$ cat src/rtl/inv_perm_sequencer_if.sv
// Handshake and memory-port bundle between the inverse-permutation sequencer,
// the decryption top level (start/abort/busy/done) and the frame/key RAMs.
interface inv_perm_sequencer_if #(
  parameter int unsigned DIM_W = 8,
  parameter int unsigned PIX_W = 8
);
  // Control handshake
  logic             start;
  logic             abort;
  logic             busy;
  logic             done;
  // Key RAM port
  logic             key_rd;
  logic             key_sel;
  logic [DIM_W-1:0] key_addr;
  logic [DIM_W-1:0] key_rdata;
  // Source pixel read port
  logic             src_rd;
  logic             src_bank;
  logic [DIM_W-1:0] src_row;
  logic [DIM_W-1:0] src_col;
  logic [PIX_W-1:0] src_rdata;
  // Destination pixel write port
  logic             dst_wr;
  logic             dst_bank;
  logic [DIM_W-1:0] dst_row;
  logic [DIM_W-1:0] dst_col;
  logic [PIX_W-1:0] dst_wdata;
  logic             dst_ready;

  // Sequencer side
  modport master (
    input  start, abort, key_rdata, src_rdata, dst_ready,
    output busy, done, key_rd, key_sel, key_addr,
    output src_rd, src_bank, src_row, src_col,
    output dst_wr, dst_bank, dst_row, dst_col, dst_wdata
  );

  // Top-level / RAM side
  modport slave (
    output start, abort, key_rdata, src_rdata, dst_ready,
    input  busy, done, key_rd, key_sel, key_addr,
    input  src_rd, src_bank, src_row, src_col,
    input  dst_wr, dst_bank, dst_row, dst_col, dst_wdata
  );
endinterface

$ cat src/rtl/inv_perm_sequencer.sv
// Two-pass undo-permutation sequencer for a DxD frame in a two-bank buffer.
// Pass 1 unshifts columns (bank 0 -> bank 1), pass 2 unshifts rows (bank 1 -> bank 0).
// Each line fetches its shift key, then streams D reads; writes trail reads by one cycle.
module inv_perm_sequencer #(
  parameter int unsigned DIM_W = 8,
  parameter int unsigned PIX_W = 8
) (
  input logic                  clk,
  input logic                  rst_n,
  inv_perm_sequencer_if.master bus_io
);

  typedef enum logic [2:0] {
    StIdle,
    StKey,
    StKwait,
    StRun,
    StDrain,
    StDone
  } state_e;

  state_e           state_q, state_d;
  logic             pass_q, pass_d;    // 0 = column pass, 1 = row pass
  logic [DIM_W-1:0] line_q, line_d;
  logic [DIM_W-1:0] idx_q, idx_d;
  logic [DIM_W-1:0] shift_q, shift_d;
  logic             wr_q, wr_d;
  logic             wr_bank_q, wr_bank_d;
  logic [DIM_W-1:0] wr_row_q, wr_row_d;
  logic [DIM_W-1:0] wr_col_q, wr_col_d;

  logic             stall;
  logic             run_rd;
  logic             last_idx;
  logic             last_line;
  logic [DIM_W-1:0] shifted;
  logic [PIX_W-1:0] wdata;

  // A refused write freezes the whole sequencer so the pending write can retry.
  assign stall     = wr_q & ~bus_io.dst_ready;
  assign run_rd    = (state_q == StRun) & ~stall;
  assign last_idx  = (idx_q == {DIM_W{1'b1}});
  assign last_line = (line_q == {DIM_W{1'b1}});
  // Modulo-D subtraction by natural wrap of the DIM_W-bit result.
  assign shifted   = idx_q - shift_q;

  // Next-state logic: abort beats everything, stall holds everything else.
  always_comb begin
    state_d   = state_q;
    pass_d    = pass_q;
    line_d    = line_q;
    idx_d     = idx_q;
    shift_d   = shift_q;
    wr_d      = wr_q;
    wr_bank_d = wr_bank_q;
    wr_row_d  = wr_row_q;
    wr_col_d  = wr_col_q;

    if (bus_io.abort) begin
      state_d = StIdle;
      wr_d    = 1'b0;
    end else if (!stall) begin
      wr_d = 1'b0;
      unique case (state_q)
        StIdle: begin
          if (bus_io.start) begin
            state_d = StKey;
            pass_d  = 1'b0;
            line_d  = '0;
          end
        end
        StKey:   state_d = StKwait;
        StKwait: begin
          shift_d = bus_io.key_rdata;
          idx_d   = '0;
          state_d = StRun;
        end
        StRun: begin
          // Queue the write that pairs with this cycle's read.
          wr_d      = 1'b1;
          wr_bank_d = ~pass_q;
          wr_row_d  = pass_q ? line_q : idx_q;
          wr_col_d  = pass_q ? idx_q : line_q;
          idx_d     = idx_q + 1'b1;
          if (last_idx) begin
            if (!last_line) begin
              line_d  = line_q + 1'b1;
              state_d = StKey;
            end else if (!pass_q) begin
              pass_d  = 1'b1;
              line_d  = '0;
              state_d = StKey;
            end else begin
              state_d = StDrain;
            end
          end
        end
        StDrain: state_d = StDone;
        StDone:  state_d = StIdle;
        default: state_d = StIdle;
      endcase
    end
  end

  // State and datapath registers.
  always_ff @(posedge clk or negedge rst_n) begin
    if (!rst_n) begin
      state_q   <= StIdle;
      pass_q    <= 1'b0;
      line_q    <= '0;
      idx_q     <= '0;
      shift_q   <= '0;
      wr_q      <= 1'b0;
      wr_bank_q <= 1'b0;
      wr_row_q  <= '0;
      wr_col_q  <= '0;
    end else begin
      state_q   <= state_d;
      pass_q    <= pass_d;
      line_q    <= line_d;
      idx_q     <= idx_d;
      shift_q   <= shift_d;
      wr_q      <= wr_d;
      wr_bank_q <= wr_bank_d;
      wr_row_q  <= wr_row_d;
      wr_col_q  <= wr_col_d;
    end
  end

  // Read data from the previous cycle is held by the RAM while src_rd is low.
  assign wdata = wr_q ? bus_io.src_rdata : '0;

  assign bus_io.busy      = (state_q != StIdle);
  assign bus_io.done      = (state_q == StDone);
  assign bus_io.key_rd    = (state_q == StKey) & ~stall;
  assign bus_io.key_sel   = pass_q;
  assign bus_io.key_addr  = line_q;
  assign bus_io.src_rd    = run_rd;
  assign bus_io.src_bank  = run_rd & pass_q;
  assign bus_io.src_row   = run_rd ? (pass_q ? line_q : shifted) : '0;
  assign bus_io.src_col   = run_rd ? (pass_q ? shifted : line_q) : '0;
  assign bus_io.dst_wr    = wr_q;
  assign bus_io.dst_bank  = wr_bank_q;
  assign bus_io.dst_row   = wr_row_q;
  assign bus_io.dst_col   = wr_col_q;
  assign bus_io.dst_wdata = wdata;

endmodule
$ cat src/flat_wrapper.sv
// flat-port wrapper written by rule: the top's interface ports become plain ports
module inv_perm_sequencer_flat 
#(
  parameter int unsigned DIM_W = 8,
  parameter int unsigned PIX_W = 8
)
  (clk, rst_n, bus_io_start, bus_io_abort, bus_io_key_rdata, bus_io_src_rdata, bus_io_dst_ready, bus_io_busy, bus_io_done, bus_io_key_rd, bus_io_key_sel, bus_io_key_addr, bus_io_src_rd, bus_io_src_bank, bus_io_src_row, bus_io_src_col, bus_io_dst_wr, bus_io_dst_bank, bus_io_dst_row, bus_io_dst_col, bus_io_dst_wdata);
  inv_perm_sequencer_if #(.DIM_W(DIM_W), .PIX_W(PIX_W)) bus_io_i ();
  input logic clk;
  input logic rst_n;
  input wire logic [$bits(bus_io_i.start)-1:0] bus_io_start;
  input wire logic [$bits(bus_io_i.abort)-1:0] bus_io_abort;
  input wire logic [$bits(bus_io_i.key_rdata)-1:0] bus_io_key_rdata;
  input wire logic [$bits(bus_io_i.src_rdata)-1:0] bus_io_src_rdata;
  input wire logic [$bits(bus_io_i.dst_ready)-1:0] bus_io_dst_ready;
  output wire logic [$bits(bus_io_i.busy)-1:0] bus_io_busy;
  output wire logic [$bits(bus_io_i.done)-1:0] bus_io_done;
  output wire logic [$bits(bus_io_i.key_rd)-1:0] bus_io_key_rd;
  output wire logic [$bits(bus_io_i.key_sel)-1:0] bus_io_key_sel;
  output wire logic [$bits(bus_io_i.key_addr)-1:0] bus_io_key_addr;
  output wire logic [$bits(bus_io_i.src_rd)-1:0] bus_io_src_rd;
  output wire logic [$bits(bus_io_i.src_bank)-1:0] bus_io_src_bank;
  output wire logic [$bits(bus_io_i.src_row)-1:0] bus_io_src_row;
  output wire logic [$bits(bus_io_i.src_col)-1:0] bus_io_src_col;
  output wire logic [$bits(bus_io_i.dst_wr)-1:0] bus_io_dst_wr;
  output wire logic [$bits(bus_io_i.dst_bank)-1:0] bus_io_dst_bank;
  output wire logic [$bits(bus_io_i.dst_row)-1:0] bus_io_dst_row;
  output wire logic [$bits(bus_io_i.dst_col)-1:0] bus_io_dst_col;
  output wire logic [$bits(bus_io_i.dst_wdata)-1:0] bus_io_dst_wdata;
  assign bus_io_i.start = bus_io_start;
  assign bus_io_i.abort = bus_io_abort;
  assign bus_io_i.key_rdata = bus_io_key_rdata;
  assign bus_io_i.src_rdata = bus_io_src_rdata;
  assign bus_io_i.dst_ready = bus_io_dst_ready;
  assign bus_io_busy = bus_io_i.busy;
  assign bus_io_done = bus_io_i.done;
  assign bus_io_key_rd = bus_io_i.key_rd;
  assign bus_io_key_sel = bus_io_i.key_sel;
  assign bus_io_key_addr = bus_io_i.key_addr;
  assign bus_io_src_rd = bus_io_i.src_rd;
  assign bus_io_src_bank = bus_io_i.src_bank;
  assign bus_io_src_row = bus_io_i.src_row;
  assign bus_io_src_col = bus_io_i.src_col;
  assign bus_io_dst_wr = bus_io_i.dst_wr;
  assign bus_io_dst_bank = bus_io_i.dst_bank;
  assign bus_io_dst_row = bus_io_i.dst_row;
  assign bus_io_dst_col = bus_io_i.dst_col;
  assign bus_io_dst_wdata = bus_io_i.dst_wdata;
  inv_perm_sequencer #(.DIM_W(DIM_W), .PIX_W(PIX_W)) u_core (.clk(clk), .rst_n(rst_n), .bus_io(bus_io_i));
endmodule
$ cat config.mk
export PLATFORM = sky130hd
export DESIGN_NAME = inv_perm_sequencer_flat
export DESIGN_NICKNAME = d
export VERILOG_FILES = /design/src/rtl/inv_perm_sequencer_if.sv /design/src/rtl/inv_perm_sequencer.sv /design/src/flat_wrapper.sv
export SDC_FILE = /design/constraint.sdc
export NUM_CORES = 1
export LEC_CHECK = 0
export BUFFER_PORTS_ARGS = -buffer_cell sky130_fd_sc_hd__buf_2
export CORE_MARGIN = 8
export CORE_UTILIZATION = 57
export CTS_CLUSTER_DIAMETER = 60
export DETAILED_ROUTE_END_ITERATION = 10
export PLACE_DENSITY = 0.84
export SYNTH_ARGS = -nofsm -noshare
export SYNTH_HDL_FRONTEND = slang
export SYNTH_SLANG_ARGS = --single-unit
$ cat constraint.sdc
create_clock -name clk -period 6.4 [get_ports clk]
set_input_delay 1.6 -clock clk [delete_from_list [all_inputs] [get_ports clk]]
set_output_delay 1.6 -clock clk [all_outputs]
set_load 0.005 [all_outputs]
==> impl_metrics.env <==
export IMPL_cts_tree="built"
export IMPL_rsz0062_at_grt="no"
export IMPL_synth_seq_cells=46
export IMPL_numPortBuffers=76
export IMPL_track_usage_pct=19.8
export IMPL_p_switching_mw=0.335
export IMPL_setup_viol_count_final=0
export IMPL_cts_hold_fix_buffers=0
export IMPL_p_comb_share_pct=38.7
export IMPL_crit_type="in -> out"
export IMPL_ios=77
export IMPL_vias=2763
export IMPL_regArea_sq_um=1150
export IMPL_wire_per_inst_um=15.5
export IMPL_nFillCells=445
export IMPL_totalWireLength_um=7560
export IMPL_synth_mux_area_share_pct=6.17
export IMPL_outcome="completed"
export IMPL_synthSimpleGateAreaFrac_pct=25.0
export IMPL_yosys_warnings=0
export IMPL_slowest_delay_ps=590
export IMPL_final_common_cell="buf_2"
export IMPL_via_per_inst=5.67
export IMPL_avgSynthCellArea_sq_um=8.32
export IMPL_syn2layout_area_growth_pct=15.2
export IMPL_synth_adder_area_share_pct=4.48
export IMPL_numCtsBuffers=5
export IMPL_htree_num_levels=2
export IMPL_final_setup_tns_ps=0
export IMPL_netSwitchingFraction_pct=37.5
export IMPL_synth_top_family_by_area="simple AND/OR/NAND/NOR gates"
export IMPL_worstSetupStartpointType="input pin"
export IMPL_clk_pin_slew_ps=80
export IMPL_path_cells="buf_2 -> nand2b_1 -> nand2_1 -> clkinv_1 -> and3_1 -> a31oi_1 -> nand2_1 -> buf_2"
export IMPL_synth_ff_type="dfrtp_1"
export IMPL_crit_cells=8
export IMPL_clkPwrFrac_pct=18.9
export IMPL_timing_final_crit_share_pct=79.1
export IMPL_insertion_delay_ps=290
export IMPL_clk_path_buf_depth=2
export IMPL_p_leak_nw=1.64
export IMPL_hold_class="reg -> reg"
export IMPL_grt_pass1_vias=2499
export IMPL_hold_violations=0
export IMPL_yosysSeqAreaShare_pct=38.9
export IMPL_p_seq_share_pct=42.4
export IMPL_die_area_sq_um=7760
export IMPL_die_height_um=88.1
export IMPL_drive_gt1_share_pct=21.8
export IMPL_cp_top_family="simple AND/OR/NAND/NOR gates"
export IMPL_total_power_mw=0.891
export IMPL_layout_nets=448
export IMPL_hp_start="u_core.bus_io.dst_col[4]$_DFFE_PN0P_"
export IMPL_antenna_found_initial=0
export IMPL_cp_buffers_inverters=3
export IMPL_cts_resized=0
export IMPL_fmax_mhz=198
export IMPL_drv_slew=0
export IMPL_async_reset_ff_share_pct=100
export IMPL_synth_edf_count=0
export IMPL_ant_nets=0
export IMPL_diodes=0
export IMPL_drc=0
export IMPL_syn_inst=356
export IMPL_drv_cap=0
export IMPL_cp_max_fo=24
export IMPL_synth_xor_xnor_area_share_pct=1.77
export IMPL_place_gp_congestion=0.921
export IMPL_worstPathRequired_ps=4800
export IMPL_whs_ps=480
export IMPL_critical_path_arrival_ps=3460
export IMPL_drtIter0Drc=273
export IMPL_grt_pass1_wl_um=12200
export IMPL_coreArea_sq_um=5070
export IMPL_worst_path_max_delay_cell="nand2_1"
export IMPL_multiInputGateArea_sq_um=1660
export IMPL_r2r_cells=4
export IMPL_synthTopCellsByArea="dfrtp_1, o21ai_0, nand2_1"
export IMPL_cts_root_buf="clkbuf_8"
export IMPL_first_pass_iters=5
export IMPL_hold_depth=2
export IMPL_netlist_area_sq_um=2960
export IMPL_cp_startpoint="bus_io_dst_ready"
export IMPL_end_kind="primary output"
export IMPL_internal_power_mw=0.557
export IMPL_ir_worst_vdd_v=0.000187
export IMPL_chipWidth_um=88.1
export IMPL_min_period_ps=5060
export IMPL_synth_compound_area_share_pct=18.7
export IMPL_synth_nets=387
export IMPL_synth_top_area_cell="dfrtp_1"
export IMPL_cts_setup_buffers=0
export IMPL_rows=26
export IMPL_synth_top_area_share_pct=38.9
export IMPL_clock_sinks=46
export IMPL_grt_overflow=0
export IMPL_power_density_nw_per_um2=261
export IMPL_hpwl_um=5560
export IMPL_r2r_start="u_core.state_q[2]$_DFFE_PN0P_"
export IMPL_tightest_slew_ps=1040
export IMPL_grt_max_degree=58
export IMPL_fin_skew_ps=5.76
export IMPL_start_util_pct=58.4
export IMPL_max_slew_margin_pct=31.0
export IMPL_layout_common_cells="buf_2, nand2_1, dfrtp_1"
export IMPL_synth_cell_types=47
[power by group through the flow]
stage	Sequential [mW]	Clock [mW]	Combinational (mW)
2_1_floorplan	0.365	0	0.264
3_3_place_gp	0.380	0	0.330
3_5_place_dp	0.383	0	0.341
4_1_cts	0.377	0.171	0.344
5_1_grt	0.383	0.185	0.384
6_report	0.378	0.168	0.345
[area by class of cell]
cell class | instances | area share, %
multi-input combinational | 274 | 48.7
sequential | 46 | 33.8
timing repair buffer | 76 | 11.1
tap | 70 | 2.57
clock buffer | 5 | 2.02
inverter | 14 | 1.54
clock inverter | 2 | 0.293
[sequential cells by signal (all words and copies together) (netlist names)]
name and flops:
u_core.bus_io.dst_bank 1, u_core.state_q 3, u_core.bus_io.dst_wr 1, u_core.bus_io.key_sel 1, u_core.bus_io.key_addr 8, u_core.idx_q 8
u_core.bus_io.dst_row 8, u_core.bus_io.dst_col 8, u_core.shift_q 8
[worst reg2reg max path, cell delays in order (launching register included)]
cell	delay [ps]
dfrtp_1	470
nand2b_4	180
nor3_1	510
nand2_1	750
o31ai_1	460
[path summary, 6_finish.rpt]
kind                       slack (ps)                                   end
max in group asynchronous        4220     u_core.bus_io.key_sel$_DFFE_PN0P_
max reg2reg                      3920           u_core.idx_q[5]$_DFFE_PN0P_
min                               480  u_core.bus_io.dst_col[4]$_DFFE_PN0P_
max                              1340                     bus_io_src_row[5]
min reg2reg                       480  u_core.bus_io.dst_col[4]$_DFFE_PN0P_
min in group asynchronous        1470         u_core.shift_q[6]$_DFFE_PN0P_
[kinds of logic (layout without fill, tap and decap cells)]
group           after synthesis  in the layout
mux                          18             18
buf+inv                      36             97
flops                        46             46
fa+ha+maj                    10             10
xor+xnor                      6              6
compound gates               94             94
simple gates                146            146
[metal layers]
layer / GRT usage, % / wire length, um / up-vias
li1: - / - / 1378
met1: 25.6 / 3190 / 1259
met2: 32.6 / 3640 / 109
met3: 3.85 / 604 / 17
met4: 5.84 / 125 / 0
met5: 0 / 0 / -
[stage by stage]
step	std cells	worst slack [ps]	util [%]	instance area, sq um
after global placement	480	1470	65.7	3330
after detailed placement	480	1370	65.7	3330
after global routing	487	1150	67.3	3410
after CTS	487	1370	67.3	3410
after floorplan	356	2300	-	2960
final	487	1340	67.3	3410
[synthesized netlist by cell type (all sizes together) (3+ instances only)]
| library cell | number |
|---|---|
| inv | 13 |
| mux2i | 16 |
| clkbuf | 12 |
| a211o | 3 |
| xnor2 | 4 |
| nand3 | 11 |
| dfrtp | 46 |
| and3 | 4 |
| a21boi | 4 |
| or3 | 4 |
| and2 | 8 |
| nand4 | 3 |
| a21oi | 20 |
| a21o | 3 |
| o21ai | 43 |
| nand2 | 48 |
| nand2b | 9 |
| o31ai | 6 |
| a211oi | 4 |
| nor3 | 10 |
| buf | 10 |
| nor2 | 25 |
| nor2b | 7 |
| a31oi | 4 |
| nor4 | 5 |
| nor4b | 3 |
| ha | 9 |
Power figures use the tool's default switching activity.
